**config.mk**
```make
export PLATFORM = sky130hd
export DESIGN_NAME = dfd_cla_debug_signals_ones_gen
export DESIGN_NICKNAME = d
export VERILOG_FILES = /design/src/rtl/dfd_cla_debug_signals_ones_gen.sv
export SDC_FILE = /design/constraint.sdc
export NUM_CORES = 1
export LEC_CHECK = 0
export BUFFER_PORTS_ARGS = -buffer_cell sky130_fd_sc_hd__buf_2
export CAP_MARGIN = 20
export CORE_MARGIN = 3
export CORE_UTILIZATION = 59
export CTS_BUF_LIST = sky130_fd_sc_hd__clkbuf_4 sky130_fd_sc_hd__clkbuf_8
export CTS_CLUSTER_SIZE = 10
export DETAILED_ROUTE_END_ITERATION = 7
export PLACE_DENSITY = 0.83
export SLEW_MARGIN = 10
export SYNTH_ARGS = -nofsm -noshare
export SYNTH_HDL_FRONTEND = slang
export SYNTH_SLANG_ARGS = --single-unit
```
**constraint.sdc**
```tcl
create_clock -name clock -period 5.1 [get_ports clock]
set_clock_uncertainty 0.15 [all_clocks]
set_input_delay 0.765 -clock clock [delete_from_list [all_inputs] [get_ports clock]]
set_output_delay 0.765 -clock clock [all_outputs]
set_load 0.01 [all_outputs]
```
**src/rtl/dfd_cla_debug_signals_ones_gen.sv**
```systemverilog
// Debug-signal stimulus generator for the CLA ones-count match logic.
// Drives a thermometer pattern of N ones and rotates it left one bit per
// step, holding each step for hold_cycles+1 clocks. The population count is
// invariant under rotation, so expected_ones_count is fixed for a sequence.
module dfd_cla_debug_signals_ones_gen #(
    parameter int DEBUG_SIGNALS_WIDTH = 64,
    parameter int CNT_W               = $clog2(DEBUG_SIGNALS_WIDTH) + 1
) (
    input  logic                           clock,
    input  logic                           reset,
    input  logic                           start,
    input  logic                           stop,
    input  logic [CNT_W-1:0]               ones_value,
    input  logic [15:0]                    hold_cycles,
    input  logic [15:0]                    num_steps,
    output logic [DEBUG_SIGNALS_WIDTH-1:0] debug_signals,
    output logic                           debug_signals_valid,
    output logic [CNT_W-1:0]               expected_ones_count,
    output logic                           busy,
    output logic                           done
);

    localparam int               W     = DEBUG_SIGNALS_WIDTH;
    localparam logic [CNT_W-1:0] W_CNT = CNT_W'(W);

    typedef enum logic [1:0] {
        ST_IDLE = 2'd0,
        ST_RUN  = 2'd1,
        ST_DONE = 2'd2
    } state_t;

    // Requests above the bus width saturate to an all-ones pattern.
    function automatic logic [CNT_W-1:0] clamp_count(input logic [CNT_W-1:0] req);
        if (req > W_CNT) begin
            return W_CNT;
        end else begin
            return req;
        end
    endfunction

    // Bits [n-1:0] set, everything above cleared.
    function automatic logic [W-1:0] thermometer(input logic [CNT_W-1:0] n);
        logic [W-1:0] t;
        t = '0;
        for (int i = 0; i < W; i++) begin
            if (i < int'(n)) begin
                t[i] = 1'b1;
            end else begin
                t[i] = 1'b0;
            end
        end
        return t;
    endfunction

    // Pure rotate: the MSB wraps into bit 0, so popcount is preserved.
    function automatic logic [W-1:0] rotate_left(input logic [W-1:0] p);
        return {p[W-2:0], p[W-1]};
    endfunction

    state_t           state_r;
    state_t           state_nxt_s;
    logic [W-1:0]     pattern_r;
    logic [W-1:0]     pattern_nxt_s;
    logic             valid_r;
    logic             valid_nxt_s;
    logic             busy_r;
    logic             busy_nxt_s;
    logic             done_r;
    logic             done_nxt_s;
    logic [CNT_W-1:0] count_r;
    logic [CNT_W-1:0] count_nxt_s;
    logic [15:0]      hold_cnt_r;
    logic [15:0]      hold_cnt_nxt_s;
    logic [15:0]      hold_cfg_r;
    logic [15:0]      hold_cfg_nxt_s;
    logic [15:0]      step_cnt_r;
    logic [15:0]      step_cnt_nxt_s;
    logic [15:0]      num_steps_r;
    logic [15:0]      num_steps_nxt_s;

    logic             accept_s;
    logic             hold_active_s;
    logic             last_step_s;

    // Shared decode of the sequencing conditions used by both comb processes.
    always_comb begin
        accept_s      = start && !stop;
        hold_active_s = (hold_cnt_r != 16'd0);
        last_step_s   = (num_steps_r != 16'd0) && (step_cnt_r == num_steps_r);
    end

    // State register.
    always_ff @(posedge clock or posedge reset) begin
        if (reset) begin
            state_r <= ST_IDLE;
        end else begin
            state_r <= state_nxt_s;
        end
    end

    // Next-state logic: stop always wins over start and over completion.
    always_comb begin
        state_nxt_s = state_r;
        case (state_r)
            ST_IDLE: begin
                if (accept_s) begin
                    state_nxt_s = ST_RUN;
                end else begin
                    state_nxt_s = ST_IDLE;
                end
            end
            ST_RUN: begin
                if (stop) begin
                    state_nxt_s = ST_IDLE;
                end else if (hold_active_s) begin
                    state_nxt_s = ST_RUN;
                end else if (last_step_s) begin
                    state_nxt_s = ST_DONE;
                end else begin
                    state_nxt_s = ST_RUN;
                end
            end
            ST_DONE: begin
                state_nxt_s = ST_IDLE;
            end
            default: begin
                state_nxt_s = ST_IDLE;
            end
        endcase
    end

    // Output and datapath next values; all of them are registered below.
    always_comb begin
        pattern_nxt_s   = pattern_r;
        valid_nxt_s     = valid_r;
        busy_nxt_s      = busy_r;
        done_nxt_s      = 1'b0;
        count_nxt_s     = count_r;
        hold_cnt_nxt_s  = hold_cnt_r;
        hold_cfg_nxt_s  = hold_cfg_r;
        step_cnt_nxt_s  = step_cnt_r;
        num_steps_nxt_s = num_steps_r;
        case (state_r)
            ST_IDLE: begin
                if (accept_s) begin
                    pattern_nxt_s   = thermometer(clamp_count(ones_value));
                    valid_nxt_s     = 1'b1;
                    busy_nxt_s      = 1'b1;
                    count_nxt_s     = clamp_count(ones_value);
                    hold_cnt_nxt_s  = hold_cycles;
                    hold_cfg_nxt_s  = hold_cycles;
                    step_cnt_nxt_s  = 16'd1;
                    num_steps_nxt_s = num_steps;
                end else begin
                    pattern_nxt_s = '0;
                    valid_nxt_s   = 1'b0;
                    busy_nxt_s    = 1'b0;
                    count_nxt_s   = '0;
                end
            end
            ST_RUN: begin
                if (stop) begin
                    pattern_nxt_s = '0;
                    valid_nxt_s   = 1'b0;
                    busy_nxt_s    = 1'b0;
                    count_nxt_s   = '0;
                end else if (hold_active_s) begin
                    hold_cnt_nxt_s = hold_cnt_r - 16'd1;
                end else if (last_step_s) begin
                    pattern_nxt_s = '0;
                    valid_nxt_s   = 1'b0;
                    busy_nxt_s    = 1'b0;
                    count_nxt_s   = '0;
                    done_nxt_s    = 1'b1;
                end else begin
                    pattern_nxt_s  = rotate_left(pattern_r);
                    hold_cnt_nxt_s = hold_cfg_r;
                    // Free-running sequences saturate rather than wrap the step count.
                    if (step_cnt_r != 16'hFFFF) begin
                        step_cnt_nxt_s = step_cnt_r + 16'd1;
                    end else begin
                        step_cnt_nxt_s = step_cnt_r;
                    end
                end
            end
            ST_DONE: begin
                pattern_nxt_s = '0;
                valid_nxt_s   = 1'b0;
                busy_nxt_s    = 1'b0;
                count_nxt_s   = '0;
            end
            default: begin
                pattern_nxt_s = '0;
                valid_nxt_s   = 1'b0;
                busy_nxt_s    = 1'b0;
                count_nxt_s   = '0;
            end
        endcase
    end

    // Datapath and output registers.
    always_ff @(posedge clock or posedge reset) begin
        if (reset) begin
            pattern_r   <= '0;
            valid_r     <= 1'b0;
            busy_r      <= 1'b0;
            done_r      <= 1'b0;
            count_r     <= '0;
            hold_cnt_r  <= 16'd0;
            hold_cfg_r  <= 16'd0;
            step_cnt_r  <= 16'd0;
            num_steps_r <= 16'd0;
        end else begin
            pattern_r   <= pattern_nxt_s;
            valid_r     <= valid_nxt_s;
            busy_r      <= busy_nxt_s;
            done_r      <= done_nxt_s;
            count_r     <= count_nxt_s;
            hold_cnt_r  <= hold_cnt_nxt_s;
            hold_cfg_r  <= hold_cfg_nxt_s;
            step_cnt_r  <= step_cnt_nxt_s;
            num_steps_r <= num_steps_nxt_s;
        end
    end

    assign debug_signals       = pattern_r;
    assign debug_signals_valid = valid_r;
    assign expected_ones_count = count_r;
    assign busy                = busy_r;
    assign done                = done_r;

endmodule

```
# ---- Word-level counts from Yosys, hierarchy flattened
# Index checks and enable logic that the tools add are counted.
dict set report op_classes {
  multipliers 0
  add_sub_neg 2
  n_lt_le_gt_ge 65
  n_bitwise 0
  muxes 102
  eq_ne 11
  shift 0
  div 0
  n_reduce_logical 11
}
# op count
set op_table {}
lappend op_table {{two-way mux 64 bit} 4}
lappend op_table {{less-than comparator 6 x 7 -> 1 bit, first input constant} 32}
lappend op_table {{two-way mux 16 bit} 9}
lappend op_table {{one-hot mux 64 bit (2 select lines)} 1}
lappend op_table {{less-than comparator 5 x 7 -> 1 bit, first input constant} 16}
lappend op_table {{two-way mux 1 bit} 73}
lappend op_table {{one-hot mux 16 bit (2 select lines)} 2}
lappend op_table {{less-than comparator 4 x 7 -> 1 bit, first input constant} 8}
lappend op_table {{two-way mux 7 bit} 7}
lappend op_table {{nonzero test 16 bit} 2}
lappend op_table {{less-than comparator 3 x 7 -> 1 bit, first input constant} 4}
lappend op_table {{adder 16 x 1 -> 16 bit, second input constant} 1}
lappend op_table {{== test 16 bit} 1}
lappend op_table {{inequality test 16 bit, second input constant} 1}
lappend op_table {{subtractor 16 x 1 -> 16 bit, second input constant} 1}
lappend op_table {{less-than comparator 1 x 7 -> 1 bit, first input constant} 2}
lappend op_table {{less-than comparator 2 x 7 -> 1 bit, first input constant} 2}
lappend op_table {{one-hot mux 7 bit (2 select lines)} 1}
lappend op_table {{inequality test 2 bit, second input constant} 5}
lappend op_table {{inequality test 3 bit, second input constant} 3}
lappend op_table {{> comparator 7 bit, second input constant} 1}
lappend op_table {{two-way mux 2 bit} 3}
lappend op_table {{AND reduction 6 bit} 1}
lappend op_table {{one-hot mux 2 bit (2 select lines)} 1}
lappend op_table {{other kinds (8)} 10}
dict set report totals {
  mem_count 0
  inputBits 43
  out_inout_bits 74
  mem_bits_ro 0
  latchBits 0
  ram_bits 0
  ff_bits 139
  wordCells 200
}

# ---- Logic depth before layout (Yosys ltp)
# Gate-level depths: netlist (run 1).
dict set report depth {
  ltp_word 8
  depth_mapped 10
  ltp_nobuf 8
}

# ---- Worst setup path after synthesis (run 1)
# Ideal clock, no wire load.
dict set report synth_timing {
  path_type {register to register}
  start {register hold_cnt_r[0]}
  end {register hold_cnt_r[6]}
  slack_ps 2619
  path_stages_with_launch 11
  setup_ps 134
  period_less_slack_ps 2481
  path_buffers 2
  required_ps 4816
  arrival_time_ps 2197
  path_cell_list {dfrtp_1 inv_1 ha_1 or4b_1 or4_1 buf_2 nand2_1 buf_4 a21oi_1 o21ai_0 o21ai_0}
}
dict set report synth_via {
  elab_chain_len 4
  elab_cells_between_ends 7
  cone_classes {add/sub: 1; eq/ne: 1; mux: 3; reduce/logical: 2}
}
# element line
set synth_rtl {}
lappend synth_rtl {{start, declared} 72} ;# logic [15:0] hold_cnt_r;
lappend synth_rtl {{start signal, assigned} 219} ;# hold_cnt_r <= hold_cnt_nxt_s;
lappend synth_rtl {{subtractor 16 x 1 -> 16 bit or nonzero test 16 bit (tied branches)} {168, 88}}
lappend synth_rtl {{two-way mux 16 bit} 167} ;# end else if (hold_active_s) begin
lappend synth_rtl {{two-way mux 16 bit} 162} ;# if (stop) begin
lappend synth_rtl {{one-hot mux 16 bit (2 select lines)} 143} ;# case (state_r)
# Parallel ways exist; a longest one is shown, timed or not. The select of a mux whose other input is x is not followed.
# A chain may end at the register's enable or synchronous reset.

# ---- Worst setup path after layout (run 1)
dict set report layout_timing {
  start {register hold_cnt_r[0]}
  end {register pattern_r[34] (netlist: debug_signals[34])}
}
dict set report layout_via {
  elab_chain_len 2
}
# element line
set layout_rtl {}
lappend layout_rtl {{nonzero test 16 bit} 88} ;# hold_active_s = (hold_cnt_r != 16'd0);
lappend layout_rtl {{inequality test 3 bit (no source line)} --}
lappend layout_rtl {{end signal, assigned} 214} ;# pattern_r <= pattern_nxt_s;
lappend layout_rtl {{end, declared} 62} ;# logic [W-1:0] pattern_r;
# Every way passes these cells.

==> results of run 1 <==
==> state kept, by name, indices dropped and copies added, names as in the netlist <==
register	cells
busy	1
debug_signals	64
done	1
expected_ones_count	7
hold_cfg_r	16
hold_cnt_r	16
num_steps_r	16
state_r	2
step_cnt_r	16
==> critical path: stages (launching register included) <==
cell and delay, ns:
sky130_fd_sc_hd__dfrtp_1 0.42, sky130_fd_sc_hd__inv_1 0.11, sky130_fd_sc_hd__ha_1 0.15, sky130_fd_sc_hd__or4b_1 0.49
sky130_fd_sc_hd__or4_1 0.66, sky130_fd_sc_hd__nand2_4 0.64, sky130_fd_sc_hd__o21ai_0 0.30, sky130_fd_sc_hd__a221oi_1 0.30
sky130_fd_sc_hd__nor3_1 0.08
==> per-stage QoR <==
stage | std cells | cell area (sq um)
after floorplan | 883 | 7330
after global placement | 1111 | 7950
after detailed placement | 1111 | 7950
after CTS | 1141 | 8380
after global routing | 1141 | 8380
final | 1141 | 8380
==> routing by layer <==
metal | vias up | track usage (%)
met3 | 35 | 6.05
met4 | 0 | 8.42
met5 | - | 0
li1 | 3263 | -
met2 | 288 | 46.4
met1 | 3348 | 39.4
==> worst max-delay path by stage <==
stage,start,to,slack [ns],cells after the start
after floorplan,reset,busy,0.46,1
after global placement,hold_cnt_r[0],debug_signals[32],1.79,8
after detailed placement,hold_cnt_r[0],debug_signals[34],1.67,8
after CTS,hold_cnt_r[0],debug_signals[34],1.66,8
after global routing,hold_cnt_r[0],debug_signals[34],1.36,8
final,hold_cnt_r[0],debug_signals[34],1.62,8
==> area by class of cell <==
class,count,area [sq um]
flip-flops and latches,139,3480
clock buffers,23,292
clock inverters,7,140
well taps,168,210
multi-input cells,668,3560
inverters,11,46.3
fillers,1048,3680
repair buffers,125,648
==> power groups by stage <==
stage                     logic [uW]  registers, uW  clock network (uW)
after floorplan                  396           1420                   0
after global placement           592           1430                   0
after detailed placement         609           1430                   0
after CTS                        612           1410                 996
after global routing             691           1440                1050
final                            612           1420                 987
==> Yosys cell counts (3+ instances only) <==
cell | instances | area, sq um
sky130_fd_sc_hd__a21o_1 | 8 | 60.1
sky130_fd_sc_hd__clkbuf_1 | 46 | 173
sky130_fd_sc_hd__a31oi_1 | 9 | 56.3
sky130_fd_sc_hd__nand4_1 | 10 | 62.6
sky130_fd_sc_hd__nor2_1 | 96 | 360
sky130_fd_sc_hd__o21ai_0 | 75 | 375
sky130_fd_sc_hd__nor2b_1 | 11 | 68.8
sky130_fd_sc_hd__or4_1 | 8 | 60.1
sky130_fd_sc_hd__or3_1 | 4 | 25.0
sky130_fd_sc_hd__nand3_1 | 25 | 125
sky130_fd_sc_hd__a211oi_1 | 3 | 22.5
sky130_fd_sc_hd__a22o_1 | 6 | 52.6
sky130_fd_sc_hd__nand3b_1 | 3 | 22.5
sky130_fd_sc_hd__a311oi_1 | 6 | 52.6
sky130_fd_sc_hd__nor4_1 | 9 | 56.3
sky130_fd_sc_hd__and3_1 | 4 | 25.0
sky130_fd_sc_hd__inv_1 | 11 | 41.3
sky130_fd_sc_hd__nor3_1 | 14 | 70.1
sky130_fd_sc_hd__nand2b_1 | 6 | 37.5
sky130_fd_sc_hd__a22oi_1 | 7 | 52.6
sky130_fd_sc_hd__dfrtp_1 | 139 | 3480
sky130_fd_sc_hd__mux2i_1 | 3 | 30.0
sky130_fd_sc_hd__and2_1 | 5 | 31.3
sky130_fd_sc_hd__or2_2 | 6 | 37.5
sky130_fd_sc_hd__o21a_1 | 4 | 30.0
sky130_fd_sc_hd__nand2_1 | 155 | 582
sky130_fd_sc_hd__a221oi_1 | 5 | 43.8
sky130_fd_sc_hd__buf_2 | 16 | 80.1
sky130_fd_sc_hd__o31ai_1 | 8 | 60.1
sky130_fd_sc_hd__ha_1 | 3 | 37.5
sky130_fd_sc_hd__xnor2_1 | 16 | 140
sky130_fd_sc_hd__a21oi_1 | 127 | 636
==> kinds of logic (layout without fill, tap and decap cells) <==
logic type	count (synthesis)	in the layout	share of synthesized area [%]
fa+ha+maj	3	3	0.512
xor+xnor	16	16	1.91
buf+inv	76	166	4.27
mux	3	3	0.410
simple gates	368	368	23.0
flops	139	139	47.5
compound gates	278	278	22.4
==> reports/summary.md, run 1 <==
The run finished with clean final reports. 117 I/O pins were placed. The flip-flop and latch count after synthesis came out at 139.

The analysis attributes to net switching a power of 948 uW. IR analysis of the VDD net gives a maximum drop of 0.301 mV. For this configuration, the core starts out at a cell density of 60.8%. Setup violations remaining at the end of the flow were counted as 0. Setup repair after global routing left no endpoint under its margin. The run gives 111 as the maximum number of pins on one net before global-route repair.

The post-route netlist has 17.9% of its cells at a drive strength greater than 1. Of the total power, the share spent switching nets is 31.4%. On the final layout, the worst hold slack is 0.337 ns. After layout, the design draws a total of 3020 uW. The part of the power in combinational logic was 20.3%; the HPWL after detailed placement was 13,100 um. The first routing iteration left 679 violations.

Once detail routing completed, the nets flagged for antenna violations numbered 0. Dividing the detail-routed via count by the number of cells gives 6.08. The tools report the core box area as 12,100 sq um.

For this design the static power due to leakage is 0.00391 uW. STA classifies the critical path endpoint as a flip-flop. Number of port buffers: 116. The worst path uses 68.2% of the clock period. The count of antenna diodes in the layout was 0; the TritonCTS sink count was 139. The die height is 117 um, and the number of nets in the synthesized netlist is 929. Signal routing reaches up to met4. The routed wire length on met3 came out at 1470 um. For hold timing, the worst endpoint is hold_cfg_r[1]. At the end of routability-driven placement, the weighted congestion stood at 0.916. The worst setup path is launched from a flip-flop. Proportion of register bits with asynchronous set or reset after synthesis: 100%. After detailed routing, the met2 layer carries 9330 um of wire.

Shortest clock period the worst path allows after layout: 3.48 ns. The setup path with the least slack is of type flip-flop to flip-flop. The number of failing hold endpoints at the final stage came out at 0.

The number of flops mapped to enable cells by yosys works out to 0. The H-tree generated during clock tree synthesis spans 4 levels. After detailed routing, the wire length on met1 is 8250 um. The first global-routing pass estimated 32,500 um of wire. The run gives 2 as the number of buffers on the longest clock path.

The total negative slack for setup checks was 0 ns; the standard-cell row count was 40. TritonCTS built the clock tree. The endpoint of the worst-slack reg-to-reg timing path was debug_signals[34]. The maximum operating frequency is 288 MHz, and the iteration count of the initial detailed-routing pass is 5. The clock transition at the register clock pins on the worst setup and hold paths after CTS came out at 0.08 ns. The cell sitting at the root of the clock tree is a sky130_fd_sc_hd__clkbuf_8. The run gives 0 as the number of antenna violations at the first check in global routing. The number of gates resized after CTS was 0. The run gives 32.7% as the part of the total power dissipated in the clock network.

The die covers 13,800 sq um. The number of instances in the synthesized netlist came out at 883. A synthesized cell averages 8.30 sq um. After synthesis, flip-flops and latches occupy 47.5% of the total area. The startpoint identified for the worst hold timing path is hold_cfg_r[1]. The worst pin sits at a relative slew slack of 36.5%.

The number of global-route vias before repair was 6,518; the vias after detailed routing was 6,934. At the pin with the least slew margin, the transition time is 0.952 ns. Leaving out fill and tap cells, the most frequent cells in the layout are sky130_fd_sc_hd__nand2_1, sky130_fd_sc_hd__dfrtp_1, sky130_fd_sc_hd__a21oi_1, sky130_fd_sc_hd__buf_2, sky130_fd_sc_hd__nor2_1. Across the run, the number of max-cap violations was 0.

The run gives 7330 sq um as the netlist area before placement. For flop-to-flop paths, the worst setup slack is 1.62 ns. Most frequent standard cell in the layout excluding fill and tap cells: sky130_fd_sc_hd__nand2_1. The run gives 0 as the number of hold buffers added after CTS.

Setup slack on the critical path of the routed design comes to 1.62 ns. The combined global-route utilization of all metal layers was 28.7%. For this design the ratio of total power to cell area is 360 nW/um^2. The path class of the tightest hold or removal check is flip-flop to flip-flop.

The logs give 60 for the number of different library cells in the post-synthesis netlist and 0 for the buffer count from post-CTS setup fixing. The logs give 0 for the number of pins exceeding their max-slew limit in the final report and 0 for the post-route DRC violation count. The worst slack at placement was 1.67 ns; the biggest fanout along the worst timing path was 77. In the final design database the tool counted 1,008 nets.

In the final routed layout, each cell accounts on average for 17.0 um. The floorplan step set the die width to 117 um. Yosys printed 0 warnings. The internal power contribution is 2070 uW, and the cell depth of the worst min-delay path is 2. The later pin in the worst-skew pair is clocked with a latency of 0.46 ns. In this run, CTS created clock tree buffers numbering 17. From synthesis to final layout, the design area changed by 14.3%. The logs give 69.5% for the end-of-flow core utilization and 0 for the final global-route overflow total. The worst reg-to-reg path cell count was 8; the sequential cell fraction of total power was 47.0%. The tools report the reg-to-reg critical path startpoint as hold_cnt_r[0]. The total detailed-routing wirelength was 19,400 um. Data arrives at the worst endpoint at 3.65 ns. At the worst endpoint, the required time is 5.28 ns.

Main flop type after synthesis: sky130_fd_sc_hd__dfrtp_1.
(Power assumes the default switching activity.)
==> inputs of run 2 (changes only) <==
- CORE_UTILIZATION: 59 -> 53
- PLACE_DENSITY: 0.83 -> 0.78
- clock period: 5.1 -> 2.8 ns (I/O delays scaled with it)
==> run 2 against run 1 <==
Net effect:
- cell count is 5.9% higher
- final area is 7.1% higher
- die area is 11% higher
- total power is 87% higher
- non-clock buffer count is 57 higher
- clock power is 86% higher
- sequential power is 81% higher
- utilization is 2.5 points lower
- via count is 3.0% higher
- global-route usage is 0.67 points lower
- setup slack worse by 1.5 ns
- sequential share of layout area is 2.8 points lower
==> reports/summary.md, run 2 (synthesis gave the netlist of run 1 again) <==
The number of filler cells placed in the layout is 1,139 (+8.7%). For the end-of-flow core utilization, the log shows 66.9% (-2.5 points). The worst hold path begins at hold_cycles[7].

Overall die width: 124 um (+5.2%). Placer congestion estimate: 0.920 (+0.45%). For the overall die area, the log shows 15,300 sq um (+11%). The total detailed-routing wirelength was 20,700 um (+6.9%). The reg-to-reg critical path startpoint is hold_cnt_r[13]. For the required time of the critical path, the log shows 3.02 ns (-2.26 ns).

The logs give 5650 uW (+87%) for the power consumption and 0 (unchanged) for the count of antenna diodes in the layout. The die height came out at 124 um (+5.2%). The logs give 0 (unchanged) for the final global-route overflow total and 368 MHz (+28%) for the maximum operating frequency.

The number of buffers added by the clock tree synthesis step is 17 (unchanged). The iteration count of the initial detailed-routing pass is 5 (unchanged). Endpoint of the worst-slack reg-to-reg timing path: step_cnt_r[14].

The number of ports placed on the die boundary is 117 (unchanged), and the average via count per standard cell is 5.91 (-2.7%). Cell depth of the worst min-delay path: 3 (+1). The tightest slew margin relative to the limit was 50.8% (+14 points).

The final critical-path setup slack is 0.0805 ns (-1.54 ns). The logs give 0 ns (unchanged) for the total negative slack for setup checks and 6,792 (+4.2%) for the number of global-route vias before repair. TritonCTS built the clock tree. Standard-cell row count: 42 (+5.0%).

The logs give 8970 sq um (+7.1%) for the finished layout cell area and 0.00585 ns (-1.67 ns) for the worst slack at placement. The proportion of layout cells with a drive suffix above 1 was 20.4% (+2.6 points); the core box area was 13,400 sq um (+11%). The biggest fanout along the worst timing path is 19 (-75%), and the flip-flop count of the largest register, all copies and words added is 64 (unchanged). Critical path arrival: 2.94 ns (-0.71 ns). STA classifies the critical path startpoint as a flip-flop. The number of design-rule violations left by the first detailed-router iteration is 652 (-4.0%), and the first-pass GRT wire length is 33,600 um (+3.5%). The worst hold path terminates at hold_cfg_r[7].

Clock transition at the register clock pins on the worst setup and hold paths after CTS: 0.08 ns (about the same). Critical path class: flip-flop to flip-flop. The endpoint class of the critical path was a flip-flop.

The number of antenna violations at the first check in global routing came out at 0 (unchanged). The worst IR drop on VDD is 0.536 mV (+78%). The transition at the pin with the smallest max-transition slack is 0.732 ns (-0.220 ns). The level count of the clock H-tree was 4 (unchanged); the starting density of the core was 54.7% (-6.1 points).

The run gives 28.0% (-0.67 points) as the combined global-route utilization of all metal layers. The worst reg-to-reg path cell count was 6 (-2). The tools report the slack of the worst reg-to-reg path as 0.08 ns (-1.54 ns). Setup repair after global routing left no endpoint under its margin. The logs give 0 (unchanged) for the number of failing hold endpoints at the final stage and 0.00420 uW (+7.3%) for the total leakage power. The tree is rooted in a sky130_fd_sc_hd__clkbuf_8. Relative to the synthesized area, the layout overhead comes to 22.4%. The tools report the number of pins exceeding their max-slew limit in the final report as 0 (unchanged). The maximum number of pins on one net before global-route repair is 54 (-51%). The shortest clock period the worst path allows after layout came out at 2.72 ns (-0.758 ns). The number of nets at the end of the flow was 1,065 (+5.7%). The run gives 0 (unchanged) as the max capacitance violation total. The detailed-route wire length per cell is 17.2 um (+0.99%). The number of buffers on the longest clock path is 2 (unchanged), and the number of port buffers is 116 (unchanged). The number of nets with antenna violations after routing is 0 (unchanged). The path class of the tightest hold or removal check is input pin to flip-flop. The TritonCTS sink count is 139 (unchanged). The tools report the vias after detailed routing as 7,143 (+3.0%). The final worst-path cycle share is 97.1% (+29 points), and the cell area power density is 630 nW/um^2 (+75%). The HPWL after detailed placement came out at 14,400 um (+9.6%). The flow ran to the end, and the final reports show no timing, DRC or antenna violations.

The most frequent standard cell in the layout excluding fill and tap cells was sky130_fd_sc_hd__nand2_1. The run gives 0.46 ns (about the same) as the later-pin clock latency in the skew report. For the post-route DRC violation count, the log shows 0 (unchanged). In the layout the commonest cells are sky130_fd_sc_hd__nand2_1, sky130_fd_sc_hd__dfrtp_1, sky130_fd_sc_hd__a21oi_1, sky130_fd_sc_hd__buf_2, sky130_fd_sc_hd__nor2_1. The setup-violating endpoint count in the final report was 0 (unchanged); the cell area after placement was 8230 sq um (+3.6%).
run 2: worst max-delay path by stage:
stage / startpoint / to / slack [ns]
4_1_cts: num_steps_r[2] / expected_ones_count[4] / 0.01
2_1_floorplan: hold_cnt_r[0] / hold_cnt_r[6] / 0.32
5_1_grt: hold_cnt_r[1] / step_cnt_r[4] / 0.002
6_report: hold_cnt_r[13] / step_cnt_r[14] / 0.08
3_3_place_gp: step_cnt_r[2] / expected_ones_count[4] / 0.06
3_5_place_dp: step_cnt_r[2] / expected_ones_count[0] / 0.006
run 2: stage by stage:
step,cells,hold WS (ns)
2_1_floorplan,883,0.290
3_3_place_gp,1151,0.307
3_5_place_dp,1151,0.313
4_1_cts,1206,0.000525
5_1_grt,1208,0.00661
6_report,1208,0.0298
run 2: cell type report:
type                    instances  area [sq um]  share of cell area (%)
clock buffers                  20           263                    2.93
clock inverters                12           189                    2.11
inverters                      11          45.0                   0.502
multi-input cells             668          3590                    40.1
flip-flops and latches        139          3480                    38.8
well taps                     176           220                    2.45
repair buffers                182          1180                    13.2
run 2: critical path: stages, from the launching register on:
cell	delay, ns
sky130_fd_sc_hd__dfrtp_1	0.40
sky130_fd_sc_hd__or4_1	0.61
sky130_fd_sc_hd__nor4_4	0.39
sky130_fd_sc_hd__o31ai_2	0.18
sky130_fd_sc_hd__buf_4	0.24
sky130_fd_sc_hd__or4_1	0.47
sky130_fd_sc_hd__a21oi_1	0.19
run 2: where the power goes:
part	total (uW)	switching, uW	leakage [uW]	internal, uW
Clock	1840	816	0.000225	1030
Combinational	1240	730	0.00219	509
Sequential	2570	273	0.00179	2300
Total	5650	1820	0.00420	3830
run 2: repair_timing:
item                                   CTS  global route
hold buffers                            23             0
pin swaps                                0             2
gates resized for setup                  1             6
cloned                                   0             0
endpoints found under the hold margin   45             0
setup endpoints to repair                1            26
setup buffers                            0             2
run 2: per-layer routing:
metal  part of all wire (%)  track usage (%)  wire length, um
met5                      0                0                0
met4                    2.2             9.07              447
met3                    7.3             6.58             1510
met2                     47             43.9             9780
met1                     43             38.6             9010
==> inputs of run 3 (changes only) <==
--- a/config.mk
+++ b/config.mk
@@ -14,3 +14,3 @@
 export DETAILED_ROUTE_END_ITERATION = 7
-export PLACE_DENSITY = 0.78
+export PLACE_DENSITY = 0.83
 export SLEW_MARGIN = 10
--- a/constraint.sdc
+++ b/constraint.sdc
@@ -4,2 +4,2 @@
 set_output_delay 0.42 -clock clock [all_outputs]
-set_load 0.01 [all_outputs]
+set_load 0.1 [all_outputs]
==> run 3 against run 2 <==
Net effect:
- sequential power about the same
- die area unchanged
- worst hold slack worse by 0.0012 ns
- sequential share of layout area up 0.93 points
- routed wire length shrank 2.2%
- register-to-register slack better by 0.09 ns
- count of clock-buffer cells in the layout is 1 lower
- total power increased by 13%
- final area shrank 2.3%
- combinational power increased by 69%
- first-iteration DRC count is 33% higher
==> reports/summary.md, run 3 (synthesis gave the netlist of run 1 again) <==
The overall die area was 15,300 sq um (unchanged); the starting density of the core was 54.7% (unchanged). The number of global-route vias before repair was 6,519 (-4.0%). The run gives 869 (+33%) as the number of design-rule violations left by the first detailed-router iteration. The maximum number of pins on one net before global-route repair was 64 (+19%); the biggest fanout along the worst timing path was 6 (-13).

TritonCTS built the clock tree. Setup repair after global routing left no endpoint under its margin. The logs give 1,123 (-1.4%) for the number of filler cells placed in the layout and 0 (unchanged) for the final global-route overflow total. The flip-flop count of the largest register, all copies and words added came out at 64 (unchanged). Total detailed-routing wirelength: 20,300 um (-2.2%). Layout overhead on the synthesized area: 19.5%. Iteration count of the initial detailed-routing pass: 8 (+3). The critical path is of the flip-flop to flip-flop type.

The worst IR drop on VDD is 0.492 mV (-8.3%), and the number of ports placed on the die boundary is 117 (unchanged). The run gives 0 (unchanged) as the number of nets with antenna violations after routing. Max capacitance violation total: 0 (unchanged). For the area of the multi-input gates, the log shows 3580 sq um (-0.45%). The logs give 0 (unchanged) for the count of antenna diodes in the layout and 0.0287 ns (-0.00118 ns) for the worst-case hold slack.

The tools report the TritonCTS sink count as 139 (unchanged). The run gives 2 (unchanged) as the number of buffers on the longest clock path. The final worst-path cycle share came out at 93.9% (-3.3 points). The endpoint of the most critical setup path was step_cnt_r[13]. The transition at the pin with the smallest max-transition slack is 0.684 ns (-0.0480 ns), and the total leakage power is 0.00410 uW (-2.3%). The total negative slack for setup checks came out at 0 ns (unchanged). The required time of the critical path was 2.97 ns (-0.05 ns). In this run the critical register-to-register path is launched from hold_cnt_r[1]. The tightest slew margin relative to the limit is 54.0% (+3.2 points), and the standard-cell row count is 42 (unchanged).

The post-route DRC violation count was 0 (unchanged). Number of antenna violations at the first check in global routing: 0 (unchanged). The flow ran to the end, and the final reports show no timing, DRC or antenna violations.

The number of nets at the end of the flow was 1,044 (-2.0%). The number of placed instances, taps included was 1,144 (-0.61%); the slack of the worst reg-to-reg path was 0.17 ns (+0.09 ns). The die height was 124 um (unchanged); the later-pin clock latency in the skew report was 0.44 ns (-0.02 ns). The tools report the HPWL after detailed placement as 14,000 um (-2.2%). The run gives 0 (unchanged) as the number of pins exceeding their max-slew limit in the final report. The run gives 4 (unchanged) as the level count of the clock H-tree. The detailed-route wire length per cell was 17.1 um (-0.33%). The class of the tightest hold or removal check was input pin to flip-flop. Shortest clock period the worst path allows after layout: 2.63 ns (-0.0914 ns). For the first-pass GRT wire length, the log shows 32,800 um (-2.4%). The tree is rooted in a sky130_fd_sc_hd__clkbuf_8.

The cell area power density was 727 nW/um^2 (+15%); the vias after detailed routing was 7,105 (-0.53%). The core box area is 13,400 sq um (unchanged). In this run the critical register-to-register path is captured at step_cnt_r[13]. The top cell types in the final layout, fill and taps aside, are sky130_fd_sc_hd__nand2_1, sky130_fd_sc_hd__dfrtp_1, sky130_fd_sc_hd__a21oi_1, sky130_fd_sc_hd__buf_2, sky130_fd_sc_hd__nor2_1.

The kind of start point of the critical path is a flip-flop. The logs give 27.1% (-0.94 points) for the combined global-route utilization of all metal layers and 3480 sq um (unchanged) for the sequential cell area. The critical path starts at hold_cnt_r[1]. The proportion of layout cells with a drive suffix above 1 was 20.4% (-0.029 points).

For the maximum operating frequency, the log shows 381 MHz (+3.5%). The worst setup path is captured at a flip-flop. The placer congestion estimate was 0.924 (+0.37%); the clock transition at the register clock pins on the worst setup and hold paths after CTS was 0.08 ns (about the same). The logs give 1,185 (-1.9%) for the number of standard cells in the final layout excluding fillers and 17 (unchanged) for the number of buffers added by the clock tree synthesis step. Most frequent standard cell in the layout excluding fill and tap cells: sky130_fd_sc_hd__nand2_1. The average via count per standard cell came out at 6.00 (+1.4%). The run gives 0 (unchanged) as the number of failing hold endpoints at the final stage. The overall die width was 124 um (unchanged); the number of port buffers was 116 (unchanged).

Worst reg-to-reg path cell count: 8 (+2). For the setup-violating endpoint count in the final report, the log shows 0 (unchanged). The tools report the critical path arrival as 2.80 ns (-0.14 ns).
-- run 3: cell type report --
cell class | count | area share [%]
well taps | 176 | 2.51
repair buffers | 161 | 11.8
inverters | 11 | 0.514
clock buffers | 19 | 2.98
multi-input cells | 668 | 40.8
flip-flops and latches | 139 | 39.7
clock inverters | 11 | 1.66
-- run 3: worst min path at each step --
| stage | end | from | slack [ns] | cells past startpoint |
|---|---|---|---|---|
| CTS | num_steps_r[12] | num_steps[12] | 0.0003 | 3 |
| global placement | hold_cfg_r[8] | hold_cfg_r[8] | 0.30 | 2 |
| global route | num_steps_r[14] | num_steps[14] | 0.004 | 3 |
| floorplan | hold_cfg_r[8] | hold_cfg_r[8] | 0.29 | 2 |
| detailed placement | hold_cfg_r[4] | hold_cfg_r[4] | 0.32 | 2 |
| finish | num_steps_r[12] | num_steps[12] | 0.03 | 3 |
-- run 3: report_power, final --
part	internal [uW]	switching, uW
Combinational	495	1600
Clock	918	781
Sequential	2300	279
Total	3710	2660
-- run 3: metal layers --
metal  vias to the layer above  part of all wire (%)  global-route usage (%)
met5                         -                     0                       0
met2                       350                    47                    41.3
li1                       3337                     -                       -
met3                        38                   8.7                    6.77
met1                      3380                    43                    38.2
met4                         0                   1.7                    8.44
-- run 3: stage by stage --
stage | util [%] | instance area (sq um) | setup WS [ns] | power, uW
final | 65.4 | 8760 | 0.172 | 6370
after global routing | 65.4 | 8760 | 0.0429 | 6670
after CTS | 64.9 | 8700 | 0.0475 | 6370
after detailed placement | 61.4 | 8230 | 0.0582 | 4670
after global placement | 61.4 | 8230 | 0.106 | 4630
after floorplan | - | 7330 | 0.319 | 4170
-- run 3: critical path, stage by stage, from the launching register on --
cell	delay (ns)
sky130_fd_sc_hd__dfrtp_1	0.38
sky130_fd_sc_hd__inv_1	0.11
sky130_fd_sc_hd__ha_1	0.15
sky130_fd_sc_hd__or4b_1	0.50
sky130_fd_sc_hd__nor4_4	0.23
sky130_fd_sc_hd__o31ai_2	0.16
sky130_fd_sc_hd__a2111oi_4	0.50
sky130_fd_sc_hd__a21oi_1	0.13
sky130_fd_sc_hd__o21a_1	0.20
-- run 3: what timing repair did --
item | 4_1_cts | 5_1_grt
resized for setup | 0 | 3
setup endpoints to repair | 0 | 37
hold endpoints to repair | 26 | 0
hold buffers | 6 | 0
buffers inserted | 0 | 5
